[config.mk]
export PLATFORM = sky130hd
export DESIGN_NAME = jesd204b_gt_reset_sequencer
export DESIGN_NICKNAME = d
export VERILOG_FILES = /design/src/rtl/jesd204b_gt_reset_sequencer.sv
export SDC_FILE = /design/constraint.sdc
export NUM_CORES = 1
export LEC_CHECK = 0
export CAP_MARGIN = 15
export CELL_PAD_IN_SITES_DETAIL_PLACEMENT = 1
export CELL_PAD_IN_SITES_GLOBAL_PLACEMENT = 1
export CORE_MARGIN = 5
export CORE_UTILIZATION = 30
export DETAILED_ROUTE_END_ITERATION = 10
export MAX_ROUTING_LAYER = met4
export PLACE_DENSITY_LB_ADDON = 0.1
export SLEW_MARGIN = 5
export SYNTH_ARGS = -nofsm -noshare
export SYNTH_HDL_FRONTEND = slang
export SYNTH_SLANG_ARGS = --single-unit
[constraint.sdc]
create_clock -name i_gtwiz_reset_clk_freerun_in -period 2.5 [get_ports i_gtwiz_reset_clk_freerun_in]
set_input_delay 0.25 -clock i_gtwiz_reset_clk_freerun_in [delete_from_list [all_inputs] [get_ports i_gtwiz_reset_clk_freerun_in]]
set_output_delay 0.25 -clock i_gtwiz_reset_clk_freerun_in [all_outputs]
set_load 0.02 [all_outputs]
[src/rtl/jesd204b_gt_reset_sequencer.sv]
// JESD204B RX transceiver reset/bring-up sequencer. Runs in the free-running clock domain.
// Asynchronous inputs cost 2 cycles of synchroniser latency. Outputs are registered from next-state, and there is no backpressure.
module jesd204b_gt_reset_sequencer #(
    parameter int NUM_LANES       = 1,
    parameter int CNT_WIDTH       = 16,
    parameter int STARTUP_TIME    = 100,
    parameter int PGOOD_DEBOUNCE  = 16,
    parameter int RESET_HOLD_TIME = 4000,
    parameter int DONE_TIMEOUT    = 65535,
    parameter int MAX_RETRIES     = 3
) (
    input  logic                 i_gtwiz_reset_clk_freerun_in,
    input  logic                 i_rst,
    input  logic [NUM_LANES-1:0] i_gtpowergood_out,
    input  logic                 i_gtwiz_reset_rx_done_out,
    input  logic                 i_link_fail_req,
    input  logic                 i_restart,
    output logic                 o_gtwiz_reset_all_in,
    output logic                 o_gtwiz_userclk_rx_active_in,
    output logic                 o_reset_done,
    output logic                 o_fail,
    output logic [2:0]           o_state,
    output logic [3:0]           o_retry_cnt
);

    localparam logic [2:0] ST_PWR_WAIT = 3'd0;
    localparam logic [2:0] ST_HOLD     = 3'd1;
    localparam logic [2:0] ST_REL_WAIT = 3'd2;
    localparam logic [2:0] ST_RUN      = 3'd3;
    localparam logic [2:0] ST_RETRY    = 3'd4;
    localparam logic [2:0] ST_FAIL     = 3'd5;

    localparam logic [CNT_WIDTH-1:0] STARTUP_LAST = CNT_WIDTH'(STARTUP_TIME);
    localparam logic [CNT_WIDTH-1:0] DEB_LAST     = CNT_WIDTH'(PGOOD_DEBOUNCE - 1);
    localparam logic [CNT_WIDTH-1:0] HOLD_LAST    = CNT_WIDTH'(RESET_HOLD_TIME - 1);
    localparam logic [CNT_WIDTH-1:0] DONE_LAST    = CNT_WIDTH'(DONE_TIMEOUT - 1);
    localparam logic [CNT_WIDTH-1:0] CNT_ONE      = CNT_WIDTH'(1);
    localparam logic [3:0]           RETRY_LIMIT  = 4'(MAX_RETRIES);

    logic [NUM_LANES-1:0] pg_meta_q, pg_sync_q;
    logic                 done_meta_q, done_sync_q;
    logic                 lf_meta_q, lf_sync_q, lf_prev_q;
    logic                 rs_meta_q, rs_sync_q, rs_prev_q;

    logic [CNT_WIDTH-1:0] startup_cnt_q, startup_cnt_d;
    logic [CNT_WIDTH-1:0] timer_q, timer_d;
    logic [2:0]           state_q, state_d;
    logic [3:0]           retry_q, retry_d;
    logic                 reset_all_q, reset_done_q, fail_q;

    logic pg_all, lf_rise, rs_rise;

    always_ff @(posedge i_gtwiz_reset_clk_freerun_in or posedge i_rst) begin
        if (i_rst) begin
            pg_meta_q   <= '0;
            pg_sync_q   <= '0;
            done_meta_q <= 1'b0;
            done_sync_q <= 1'b0;
            lf_meta_q   <= 1'b0;
            lf_sync_q   <= 1'b0;
            lf_prev_q   <= 1'b0;
            rs_meta_q   <= 1'b0;
            rs_sync_q   <= 1'b0;
            rs_prev_q   <= 1'b0;
        end else begin
            pg_meta_q   <= i_gtpowergood_out;
            pg_sync_q   <= pg_meta_q;
            done_meta_q <= i_gtwiz_reset_rx_done_out;
            done_sync_q <= done_meta_q;
            lf_meta_q   <= i_link_fail_req;
            lf_sync_q   <= lf_meta_q;
            lf_prev_q   <= lf_sync_q;
            rs_meta_q   <= i_restart;
            rs_sync_q   <= rs_meta_q;
            rs_prev_q   <= rs_sync_q;
        end
    end

    assign pg_all  = &pg_sync_q;
    assign lf_rise = lf_sync_q & ~lf_prev_q;
    assign rs_rise = rs_sync_q & ~rs_prev_q;

    // Startup timer is independent of the FSM and saturates, so the user clock flag is sticky until reset.
    assign startup_cnt_d = (startup_cnt_q == STARTUP_LAST) ? startup_cnt_q : startup_cnt_q + CNT_ONE;

    always_comb begin
        state_d = state_q;
        timer_d = timer_q;
        retry_d = retry_q;
        case (state_q)
            ST_PWR_WAIT: begin
                if (!pg_all) begin
                    timer_d = '0;
                end else if (timer_q == DEB_LAST) begin
                    state_d = ST_HOLD;
                    timer_d = '0;
                end else begin
                    timer_d = timer_q + CNT_ONE;
                end
            end
            ST_HOLD: begin
                if (!pg_all) begin
                    state_d = ST_PWR_WAIT;
                    timer_d = '0;
                end else if (timer_q == HOLD_LAST) begin
                    state_d = ST_REL_WAIT;
                    timer_d = '0;
                end else begin
                    timer_d = timer_q + CNT_ONE;
                end
            end
            ST_REL_WAIT: begin
                if (!pg_all) begin
                    state_d = ST_PWR_WAIT;
                    timer_d = '0;
                end else if (done_sync_q) begin
                    state_d = ST_RUN;
                    timer_d = '0;
                    retry_d = '0;
                end else if (timer_q == DONE_LAST) begin
                    state_d = ST_RETRY;
                    timer_d = '0;
                end else begin
                    timer_d = timer_q + CNT_ONE;
                end
            end
            ST_RUN: begin
                timer_d = '0;
                if (!pg_all) begin
                    state_d = ST_PWR_WAIT;
                end else if (!done_sync_q || lf_rise) begin
                    state_d = ST_RETRY;
                end
            end
            ST_RETRY: begin
                timer_d = '0;
                retry_d = (retry_q == 4'hF) ? retry_q : retry_q + 4'd1;
                state_d = (retry_d == RETRY_LIMIT) ? ST_FAIL : ST_HOLD;
            end
            ST_FAIL: begin
                timer_d = '0;
                if (rs_rise) begin
                    state_d = ST_PWR_WAIT;
                    retry_d = '0;
                end
            end
            default: begin
                state_d = ST_PWR_WAIT;
                timer_d = '0;
            end
        endcase
    end

    // Outputs are registered from the next state so they change in the same cycle as o_state.
    always_ff @(posedge i_gtwiz_reset_clk_freerun_in or posedge i_rst) begin
        if (i_rst) begin
            startup_cnt_q <= '0;
            timer_q       <= '0;
            state_q       <= ST_PWR_WAIT;
            retry_q       <= '0;
            reset_all_q   <= 1'b1;
            reset_done_q  <= 1'b0;
            fail_q        <= 1'b0;
        end else begin
            startup_cnt_q <= startup_cnt_d;
            timer_q       <= timer_d;
            state_q       <= state_d;
            retry_q       <= retry_d;
            reset_all_q   <= (state_d != ST_REL_WAIT) && (state_d != ST_RUN);
            reset_done_q  <= (state_d == ST_RUN);
            fail_q        <= (state_d == ST_FAIL);
        end
    end

    assign o_gtwiz_reset_all_in         = reset_all_q;
    assign o_gtwiz_userclk_rx_active_in = (startup_cnt_q == STARTUP_LAST);
    assign o_reset_done                 = reset_done_q;
    assign o_fail                       = fail_q;
    assign o_state                      = state_q;
    assign o_retry_cnt                  = retry_q;

endmodule

Word-level counts from Yosys, hierarchy flattened
Cells that the tools add are included.
{"block": "word_totals", "in_bits": 6, "output_inout_bits": 11, "ff_bits": 52}
{"block": "classes", "bitwise_logic": 4, "addsub": 3, "n_reduce_logical": 6, "n_mux": 25, "n_eq_ne": 18}
{"op": "16-bit two-way mux", "n": 7}
{"op": "16-bit one-hot mux with 3 select lines", "n": 1}
{"op": "3-bit two-way mux", "n": 11}
{"op": "16-bit by 1-bit adder with 16-bit output (second input constant)", "n": 2}
{"op": "3-bit one-hot mux with 6 select lines", "n": 1}
{"op": "16-bit by 12-bit equality test with 1-bit output (second input constant)", "n": 1}
{"op": "16-bit equality test (second input constant)", "n": 1}
{"op": "16-bit by 4-bit equality test with 1-bit output (second input constant)", "n": 1}
{"op": "16-bit by 7-bit equality test with 1-bit output (second input constant)", "n": 1}
{"op": "4-bit two-way mux", "n": 4}
{"op": "4-bit one-hot mux with 3 select lines", "n": 1}
{"op": "3-bit by 2-bit equality test with 1-bit output (second input constant)", "n": 3}
{"op": "3-bit equality test (second input constant)", "n": 3}
{"op": "2-bit != test (second input constant)", "n": 3}
{"op": "3-bit by 2-bit != test with 1-bit output (second input constant)", "n": 2}
{"op": "4-bit by 1-bit adder with 4-bit output (second input constant)", "n": 1}
{"op": "4-bit by 2-bit equality test with 1-bit output (second input constant)", "n": 1}
{"op": "4-bit equality test (second input constant)", "n": 1}
{"op": "4-bit AND reduction", "n": 1}
{"op": "3-bit by 1-bit equality test with 1-bit output (second input constant)", "n": 1}
{"op": "3-bit logical NOT", "n": 1}
{"op": "3-bit nonzero test", "n": 1}
{"op": "1-bit AND", "n": 2}
{"op": "1-bit NOT", "n": 2}
{"op": "other kinds (3)", "n": 3}

Depth between registers and ports, before layout
Gate-level depths: netlist (run 1).
{"block": "depth", "ltp_word": 8, "ltp_mapped": 8, "depth_no_buf": 6}

Least setup slack after synthesis (run 1)
No wires, ideal clock.
{"block": "synth_timing", "path_type": "reg-to-reg", "startpoint": "register startup_cnt_q[7]", "endpoint": "register startup_cnt_q[1]", "stages_incl_launch_ff": 4, "path_buffers": 0, "setup_ps": 128, "synth_period_minus_slack_ps": 1885, "arrival_time_ps": 1758, "path_slack_ps": 615, "required_time_ps": 2372, "cell_sequence": "dfrtp_1 -> or4_1 -> or4_1 -> mux2_1"}
{"block": "synth_between", "elab_chain_len": 1}
{"element": "from (decl)", "line_no": "45", "rtl": "logic [CNT_WIDTH-1:0] startup_cnt_q, startup_cnt_d;"}
{"element": "from (signal assigned)", "line_no": "165", "rtl": "startup_cnt_q <= startup_cnt_d;"}
{"element": "16-bit by 7-bit equality test with 1-bit output", "line_no": "84", "rtl": "assign startup_cnt_d = (startup_cnt_q == STARTUP_LAST) ? startup_cnt_q : startup_cnt_q + CNT_ONE;"}
No other way between the ends.
A chain may end at the register's enable or synchronous reset.

Worst setup path in the final report (run 1)
{"block": "layout_timing", "startpoint": "register startup_cnt_q[15]", "endpoint": "output o_gtwiz_userclk_rx_active_in"}
{"block": "layout_between", "elab_chain_len": 1}
{"element": "16-bit by 7-bit equality test with 1-bit output", "line_no": "176", "rtl": "assign o_gtwiz_userclk_rx_active_in = (startup_cnt_q == STARTUP_LAST);"}
{"element": "to (decl)", "line_no": "19", "rtl": "output logic o_gtwiz_userclk_rx_active_in,"}
No other way between the ends.

==> results of run 1 <==
registers in the layout (all words and copies together) (netlist names), 3 cells and up:
register       count
o_retry_cnt        4
o_state            3
startup_cnt_q     16
timer_q           16
final timing paths:
path                                           endpoint  slack (ps)  depth (start not counted)
max                        o_gtwiz_userclk_rx_active_in         110                          4
max reg2reg                       timer_q[14]$_DFF_PP0_         550                          5
min                                    pg_all$_DFF_PP0_         360                          0
max in group asynchronous          timer_q[8]$_DFF_PP0_        1610                          3
min reg2reg                            pg_all$_DFF_PP0_         360                          0
min in group asynchronous    o_retry_cnt[0]$_DFFE_PP0P_         440                          3
metal layers:
layer  vias up  global-route usage [%]  part of all wire (%)
li1        914                       -                     -
met1       962                    17.0                    49
met2        20                    19.0                    47
met3         4                    2.75                   3.1
met4         0                    3.07                  0.67
met5         -                       -                     0
stage by stage:
stage	area (um^2)	hold slack, ps	utilization [%]	power [mW]
final	2930	357	35.9	1.49
after global routing	2930	366	35.9	1.56
after CTS	2930	363	35.8	1.53
after detailed placement	2820	339	34.5	0.927
after global placement	2820	338	34.5	0.926
after floorplan	2510	281	-	0.903
power by group through the flow:
stage / logic, mW / clock network (mW) / registers, mW
floorplan: 0.0272 / 0 / 0.876
global placement: 0.0471 / 0 / 0.879
detailed placement: 0.0474 / 0 / 0.880
CTS: 0.0477 / 0.622 / 0.863
global route: 0.0524 / 0.641 / 0.865
finish: 0.0444 / 0.579 / 0.863
Yosys cell counts, drive strengths merged, types with 2 or more instances:
library cell	instances	area share (%)
dfrtp	51	51
nand2	21	3.4
xnor2	18	6.3
nand3	17	3.6
a211oi	12	3.6
nand4	9	2.2
nor2	9	1.3
nor3	8	1.6
a21oi	7	1.4
inv	7	1.0
nor4	7	1.7
xor2	7	2.4
o21ai	6	1.2
and3	5	1.2
clkbuf	5	0.75
ha	5	2.5
and4	4	1.4
nand2b	4	1.0
a221oi	3	1.3
and2	3	0.75
buf	3	0.60
or3	3	0.75
or4	3	1.0
a31o	2	0.70
a31oi	2	0.50
a41o	2	0.80
nor2b	2	0.50
nor4bb	2	0.80
cell type report:
type / instances / area (um^2)
Timing Repair Buffer: 23 / 214
Tap cell: 105 / 131
Multi-Input combinational cell: 171 / 1150
Fill cell: 922 / 5240
Clock buffer: 7 / 76.3
Clock inverter: 1 / 30.0
Sequential cell: 52 / 1300
Inverter: 7 / 26.3
kinds of logic after synthesis:
family	count (synthesis)
adder cells (fa/ha/maj)	5
flip-flops	52
XOR/XNOR	25
AND/OR/NAND/NOR	101
multiplexers	1
AO/OA/AOI/OAI	39
buffers and inverters	15
what timing repair did:
| action | CTS | global route |
|---|---|---|
| hold buffers | 0 | 0 |
| endpoints found under the hold margin | 0 | 0 |
| endpoints found under the setup margin | 1 | 1 |
| gates resized for setup | 3 | 1 |
| gates cloned | 0 | 0 |
| buffers inserted | 0 | 0 |
critical path, cell delays in order, from the launching register on:
cell and delay, ps:
sky130_fd_sc_hd__dfrtp_1 400, sky130_fd_sc_hd__or4_1 530, sky130_fd_sc_hd__or4_4 550, sky130_fd_sc_hd__inv_2 90
sky130_fd_sc_hd__clkdlybuf4s15_2 260
==> run summary, run 1 <==
run status: completed
routed vias/inst: 5.19
launching point of the worst reg2reg path: timer_q[5]$_DFF_PP0_
DIE AREA: 0.0103 mm^2
worst setup path start: startup_cnt_q[15]$_DFFE_PP0N_
fraction of final layout cells sized beyond drive strength 1: 9.96%
net count after synthesis: 249
width of the die: 101 um
post-route ant nets: 0
Adder-Cell Fraction of Synth Area: 2.49%
Max-cap violations: 0
DR vias: 1900
aggregate routed wire length: 5.71 mm
sort of element at the end of the critical path: output pin
Worst Hold Class: flip-flop to flip-flop
Num CTS Buffers: 5
switching part of the total power: 21.4%
HPWL after DPL: 3.96 mm
die height: 101 um
final number of hold-violating endpoints: 0
final routed DRC violation total: 0
xor/xnor cell area share of the yosys netlist: 8.72%
maximum number of buffers from clock root to sink: 2
Synth Area in Compound Gates: 11.2%
clock input transition at the sequential cells of the worst setup and hold paths: 100 ps
start point of the worst hold path: pg_meta_q$_DFF_PP0_
share of the cycle needed by the critical path after routing: 95.6%
overall overflow remaining after global route: 0
TritonCTS clock tree: built
Rows: 33
share of synthesized area spent on multiplexers: 0.449%
total of endpoints with negative setup slack in the final report: 0
post-route setup slack: 111 ps
proportion of power drawn by the clock network: 39.0%
largest net degree at the start of global routing: 53
switching power: 318 uW
number of global-route vias before repair: 1938
Flop pwr share: 58.1%
most used cells in the layout excluding fill and tap cells: sky130_fd_sc_hd__dfrtp_1 (51), sky130_fd_sc_hd__nand2_1 (20), sky130_fd_sc_hd__xnor2_1 (18), sky130_fd_sc_hd__nand3_1 (16), sky130_fd_sc_hd__clkdlybuf4s50_1 (15)
main combinational cell family by area after synthesis: simple AND/OR/NAND/NOR gates
accumulated negative setup slack: 0 ps
GRT Util Overall: 12.5%
final setup skew: 8.90 ps
count of antenna diodes in the layout: 0
Post-synth ARST share: 100%
clock root buffer master: sky130_fd_sc_hd__clkbuf_8
number of violations reported at the end of detailed-routing iteration 0: 46
most frequent standard cell in the layout excluding fill and tap cells: sky130_fd_sc_hd__dfrtp_1
Finished Layout Cells: 366
number of synthesized flops with an enable pin: 0
synthesized area divided by synthesized cell count: 10.5 um^2
IO Pins: 17
logic gate share of total power: 3.0%
crit path time final: 2390 ps
setup repair after global routing missed its margin: no
highest fanout seen on the critical path: 3
initial antenna violation count: 0
placed insts: 358
type of the setup path with the least slack: flip-flop to output pin
count of mapped cells out of synthesis: 238
Clk Latency, worst-skew pair: 300 ps
most used flip-flop cell after synthesis: sky130_fd_sc_hd__dfrtp_1
placeable core region: 0.00818 mm^2
measured slew at the worst slew-check pin: 675 ps
area added between synthesis and finish: 16.8%
Relative slew margins: 55.0%
total of buffers placed on input and output ports: 16
net total in the final layout: 271
first-pass GRT wire length: 9.94 mm
power per standard cell area: 507 mW/mm^2
maximum ir drop on the vdd rail: 297 uV
starting utilization of the core area: 30.7%
library cells used by synthesis: 46
Required @ worst endpoint: 2250 ps
total number of yosys warnings: 0
Crit path arrival time: 2140 ps
post-synthesis share of cell area spent on and, or, nand and nor gates: 22.8%
Leak: 1.22 nW
Worst Setup Start Kind: flip-flop
final weighted congestion of routability-driven global placement: 0.725
flip-flop and latch count after synthesis: 52
netlist area before placement: 0.00251 mm^2
mean routed wirelength per cell: 15.6 um
deepest level of the CTS H-tree: 2
peak clock frequency supported by timing: 0.419 GHz
dpl ws: 49.7 ps
design internal power: 1.17 mW
final-report max-slew violation count: 0
Sink Count: 52
post-synthesis sequential area ratio: 51.9%
first-pass iteration count of the detailed router: 4
Note: power is estimated with default switching activity, not from simulation.
==> run 2: changes to the inputs <==
--- a/config.mk
+++ b/config.mk
@@ -5,6 +5,7 @@
 export SDC_FILE = /design/constraint.sdc
 export NUM_CORES = 1
 export LEC_CHECK = 0
+export ABC_AREA = 1
 export CAP_MARGIN = 15
 export CELL_PAD_IN_SITES_DETAIL_PLACEMENT = 1
 export CELL_PAD_IN_SITES_GLOBAL_PLACEMENT = 1
==> run 2 against run 1 <==
  * First-iteration DRC count shrank 43%
  * Fmax grew 8.2%
  * Flip-flop and latch count stayed put
  * Clock skew grew 2.7 ps
  * Register-to-register slack better by 210 ps
  * Sequential share of layout area decreased by 1.4 points
  * Global-route usage decreased by 0.44 points
  * Area after synthesis is 4.5% higher
  * Routed wire length grew 4.1%
  * Critical path depth rose by 3
  * Clock power shrank 12%
  * Die area grew 4.1%
  * Critical endpoint unchanged
  * Largest cell class unchanged
==> run summary, run 2 <==
number of global-route vias before repair: 2207 (+14%)
proportion of power drawn by the clock network: 35.9% (-3.1 points)
sort of element at the end of the critical path: output pin
final setup skew: 11.6 ps (+2.67 ps)
fin area: 0.00303 mm^2 (+3.3%)
hold_ws: 303 ps (-53.8 ps)
final routed DRC violation total: 0 (unchanged)
width of the die: 104 um (+2.0%)
post-synthesis sequential area ratio: 49.6% (-2.3 points)
most frequent cell after synthesis: sky130_fd_sc_hd__nand2_1
worst setup path start: startup_cnt_q[0]$_DFFE_PP0N_
setup repair after global routing missed its margin: no
logic gate share of total power: 3.3% (+0.3 points)
maximum ir drop on the vdd rail: 198 uV (-33%)
final number of hold-violating endpoints: 0 (unchanged)
first-pass iteration count of the detailed router: 4 (unchanged)
mean routed wirelength per cell: 13.1 um (-16%)
overall overflow remaining after global route: 0 (unchanged)
hold-fix buffers at CTS: 0 (unchanged)
switching part of the total power: 24.3% (+2.9 points)
number of violations reported at the end of detailed-routing iteration 0: 26 (-43%)
post-route ant nets: 0 (unchanged)
clock input transition at the sequential cells of the worst setup and hold paths: 100 ps (about the same)
layout filler cell count: 1047 (+14%)
Sink Count: 52 (unchanged)
final weighted congestion of routability-driven global placement: 0.769 (+6.0%)
largest net degree at the start of global routing: 27 (-49%)
switching power: 344 uW (+8.1%)
launching point of the worst reg2reg path: timer_q[0]$_DFF_PP0_
net total in the final layout: 357 (+32%)
Leak: 1.48 nW (+22%)
count of antenna diodes in the layout: 0 (unchanged)
most used cells in the layout excluding fill and tap cells: sky130_fd_sc_hd__nand2_1 (64), sky130_fd_sc_hd__inv_1 (55), sky130_fd_sc_hd__dfrtp_1 (51), sky130_fd_sc_hd__nor2_1 (46), sky130_fd_sc_hd__nand3_1 (23)
number of synthesized flops with an enable pin: 0 (unchanged)
post-synthesis share of cell area spent on and, or, nand and nor gates: 28.7% (+5.8 points)
library cells used by synthesis: 25 (-46%)
routed vias/inst: 4.49 (-14%)
crit path time final: 2210 ps (-182 ps)
Required @ worst endpoint: 2250 ps (about the same)
run status: completed
maximum number of buffers from clock root to sink: 2 (unchanged)
power per standard cell area: 468 mW/mm^2 (-7.7%)
type of the setup path with the least slack: flip-flop to output pin
post-CTS setup buffer count: 0 (unchanged)
largest area contributor in the netlist: sky130_fd_sc_hd__dfrtp_1
total of buffers placed on input and output ports: 16 (unchanged)
share of the cycle needed by the critical path after routing: 88.3% (-7.3 points)
measured slew at the worst slew-check pin: 566 ps (-109 ps)
Adder-Cell Fraction of Synth Area: 2.38% (-0.11 points)
Crit path arrival time: 1960 ps (-180 ps)
clock root buffer master: sky130_fd_sc_hd__clkbuf_8
synthesized area divided by synthesized cell count: 8.17 um^2 (-22%)
most frequent standard cell in the layout excluding fill and tap cells: sky130_fd_sc_hd__nand2_1
starting utilization of the core area: 30.4% (-0.32 points)
post-route setup slack: 293 ps (+182 ps)
IO Pins: 17 (unchanged)
Synth Area in Compound Gates: 4.53% (-6.7 points)
Rows: 34 (+3.0%)
Power Total: 1.42 mW (-4.7%)
Post-synth ARST share: 100% (unchanged)
Num CTS Buffers: 5 (unchanged)
DP Area: 0.00293 mm^2 (+4.0%)
total number of yosys warnings: 0 (unchanged)
DR vias: 2041 (+7.4%)
HPWL after DPL: 4.74 mm (+20%)
die height: 104 um (+2.0%)
post_cts resized: 0 (-3)
count of mapped cells out of synthesis: 321 (+35%)
main combinational cell family by area after synthesis: simple AND/OR/NAND/NOR gates
Clk Latency, worst-skew pair: 310 ps (about the same)
Worst Hold Class: input pin to asynchronous set/reset pin
Worst Setup Start Kind: flip-flop
total of endpoints with negative setup slack in the final report: 0 (unchanged)
Relative slew margins: 62.2% (+7.2 points)
initial antenna violation count: 0 (unchanged)
synth top area cells: sky130_fd_sc_hd__dfrtp_1 (49%), sky130_fd_sc_hd__nand2_1 (9.2%), sky130_fd_sc_hd__inv_1 (8.0%)
TritonCTS clock tree: built
register-to-register setup slack: 760 ps (+210 ps)
net count after synthesis: 332 (+33%)
flip-flop and latch count after synthesis: 52 (unchanged)
netlist area before placement: 0.00262 mm^2 (+4.5%)
DIE AREA: 0.0107 mm^2 (+4.1%)
R2R cell count: 10 (+5)
Max-cap violations: 0 (unchanged)
GRT Util Overall: 12.1% (-0.44 points)
accumulated negative setup slack: 0 ps (unchanged)
RR Endpoint: timer_q[9]$_DFF_PP0_
top cells by count, synth: sky130_fd_sc_hd__nand2_1 (64), sky130_fd_sc_hd__inv_1 (56), sky130_fd_sc_hd__dfrtp_1 (51), sky130_fd_sc_hd__nor2_1 (46), sky130_fd_sc_hd__nand3_1 (23)
area added between synthesis and finish: 15.5%
first-pass GRT wire length: 10.4 mm (+4.4%)
xor/xnor cell area share of the yosys netlist: 6.34% (-2.4 points)
Critical Path Sink: o_gtwiz_userclk_rx_active_in
share of the synthesized area in the top cell type: 48.6% (-2.2 points)
final-report max-slew violation count: 0 (unchanged)
Flop pwr share: 60.9% (+2.8 points)
fraction of final layout cells sized beyond drive strength 1: 6.92% (-3.0 points)
dpl ws: 626 ps (+577 ps)
share of synthesized area spent on multiplexers: 0% (-0.45 points)
design internal power: 1.07 mW (-8.1%)
placeable core region: 0.00864 mm^2 (+5.6%)
peak clock frequency supported by timing: 0.453 GHz (+8.2%)
aggregate routed wire length: 5.95 mm (+4.1%)
highest fanout seen on the critical path: 5 (+2)
deepest level of the CTS H-tree: 2 (unchanged)
most used flip-flop cell after synthesis: sky130_fd_sc_hd__dfrtp_1
==> run 2: cells by family (layout without fill, tap and decap cells) <==
logic type      after synthesis  count (layout)
compound gates               23              23
xor+xnor                     19              19
fa+ha+maj                     5               5
buf+inv                      59              85
flops                        52              52
simple gates                163             163
==> run 2: worst min-delay path by stage <==
stage	startpoint	to	slack [ps]
after floorplan	i_gtwiz_reset_rx_done_out	done_meta_q$_DFF_PP0_	280
after detailed placement	rs_meta_q$_DFF_PP0_	rs_sync_q$_DFF_PP0_	340
after CTS	i_rst	o_retry_cnt[0]$_DFFE_PP0P_	300
final	i_rst	o_retry_cnt[1]$_DFFE_PP0P_	300
after global routing	i_rst	o_retry_cnt[0]$_DFFE_PP0P_	330
after global placement	rs_meta_q$_DFF_PP0_	rs_sync_q$_DFF_PP0_	330
==> run 2: cell type report <==
cell class | instances | area [um^2] | share of cell area [%]
clock buffers | 5 | 68.8 | 2.27
multi-input cells | 210 | 1100 | 36.3
repair buffers | 18 | 175 | 5.78
inverters | 59 | 221 | 7.31
flip-flops and latches | 52 | 1300 | 43.0
well taps | 108 | 135 | 4.46
clock inverters | 3 | 26.3 | 0.867
==> run 2: per-layer routing <==
layer | track usage [%] | part of all wire [%] | vias to the layer above
li1 | - | - | 1047
met1 | 14.8 | 48 | 977
met2 | 20.1 | 49 | 12
met3 | 2.24 | 1.5 | 5
met4 | 3.66 | 1.2 | 0
met5 | - | 0 | -
==> run 2: power groups by stage <==
stage          combinational [mW]  clock (mW)  sequential, mW
2_1_floorplan              0.0281           0           0.876
3_3_place_gp               0.0487           0           0.879
3_5_place_dp               0.0495           0           0.879
4_1_cts                    0.0495       0.545           0.863
5_1_grt                    0.0544       0.572           0.865
6_report                   0.0464       0.508           0.862
==> run 2: through the flow <==
stage,instances,util [%]
after floorplan,321,-
after global placement,447,34.0
after detailed placement,447,34.0
after CTS,455,35.1
after global routing,455,35.1
final,455,35.1
==> run 2: worst max-delay path: stages, from the launching register on <==
cell	delay, ps
sky130_fd_sc_hd__dfrtp_1	430
sky130_fd_sc_hd__inv_1	70
sky130_fd_sc_hd__ha_1	140
sky130_fd_sc_hd__nand3_1	70
sky130_fd_sc_hd__nor2_1	100
sky130_fd_sc_hd__nand2_1	130
sky130_fd_sc_hd__inv_1	100
sky130_fd_sc_hd__clkdlybuf4s50_1	600
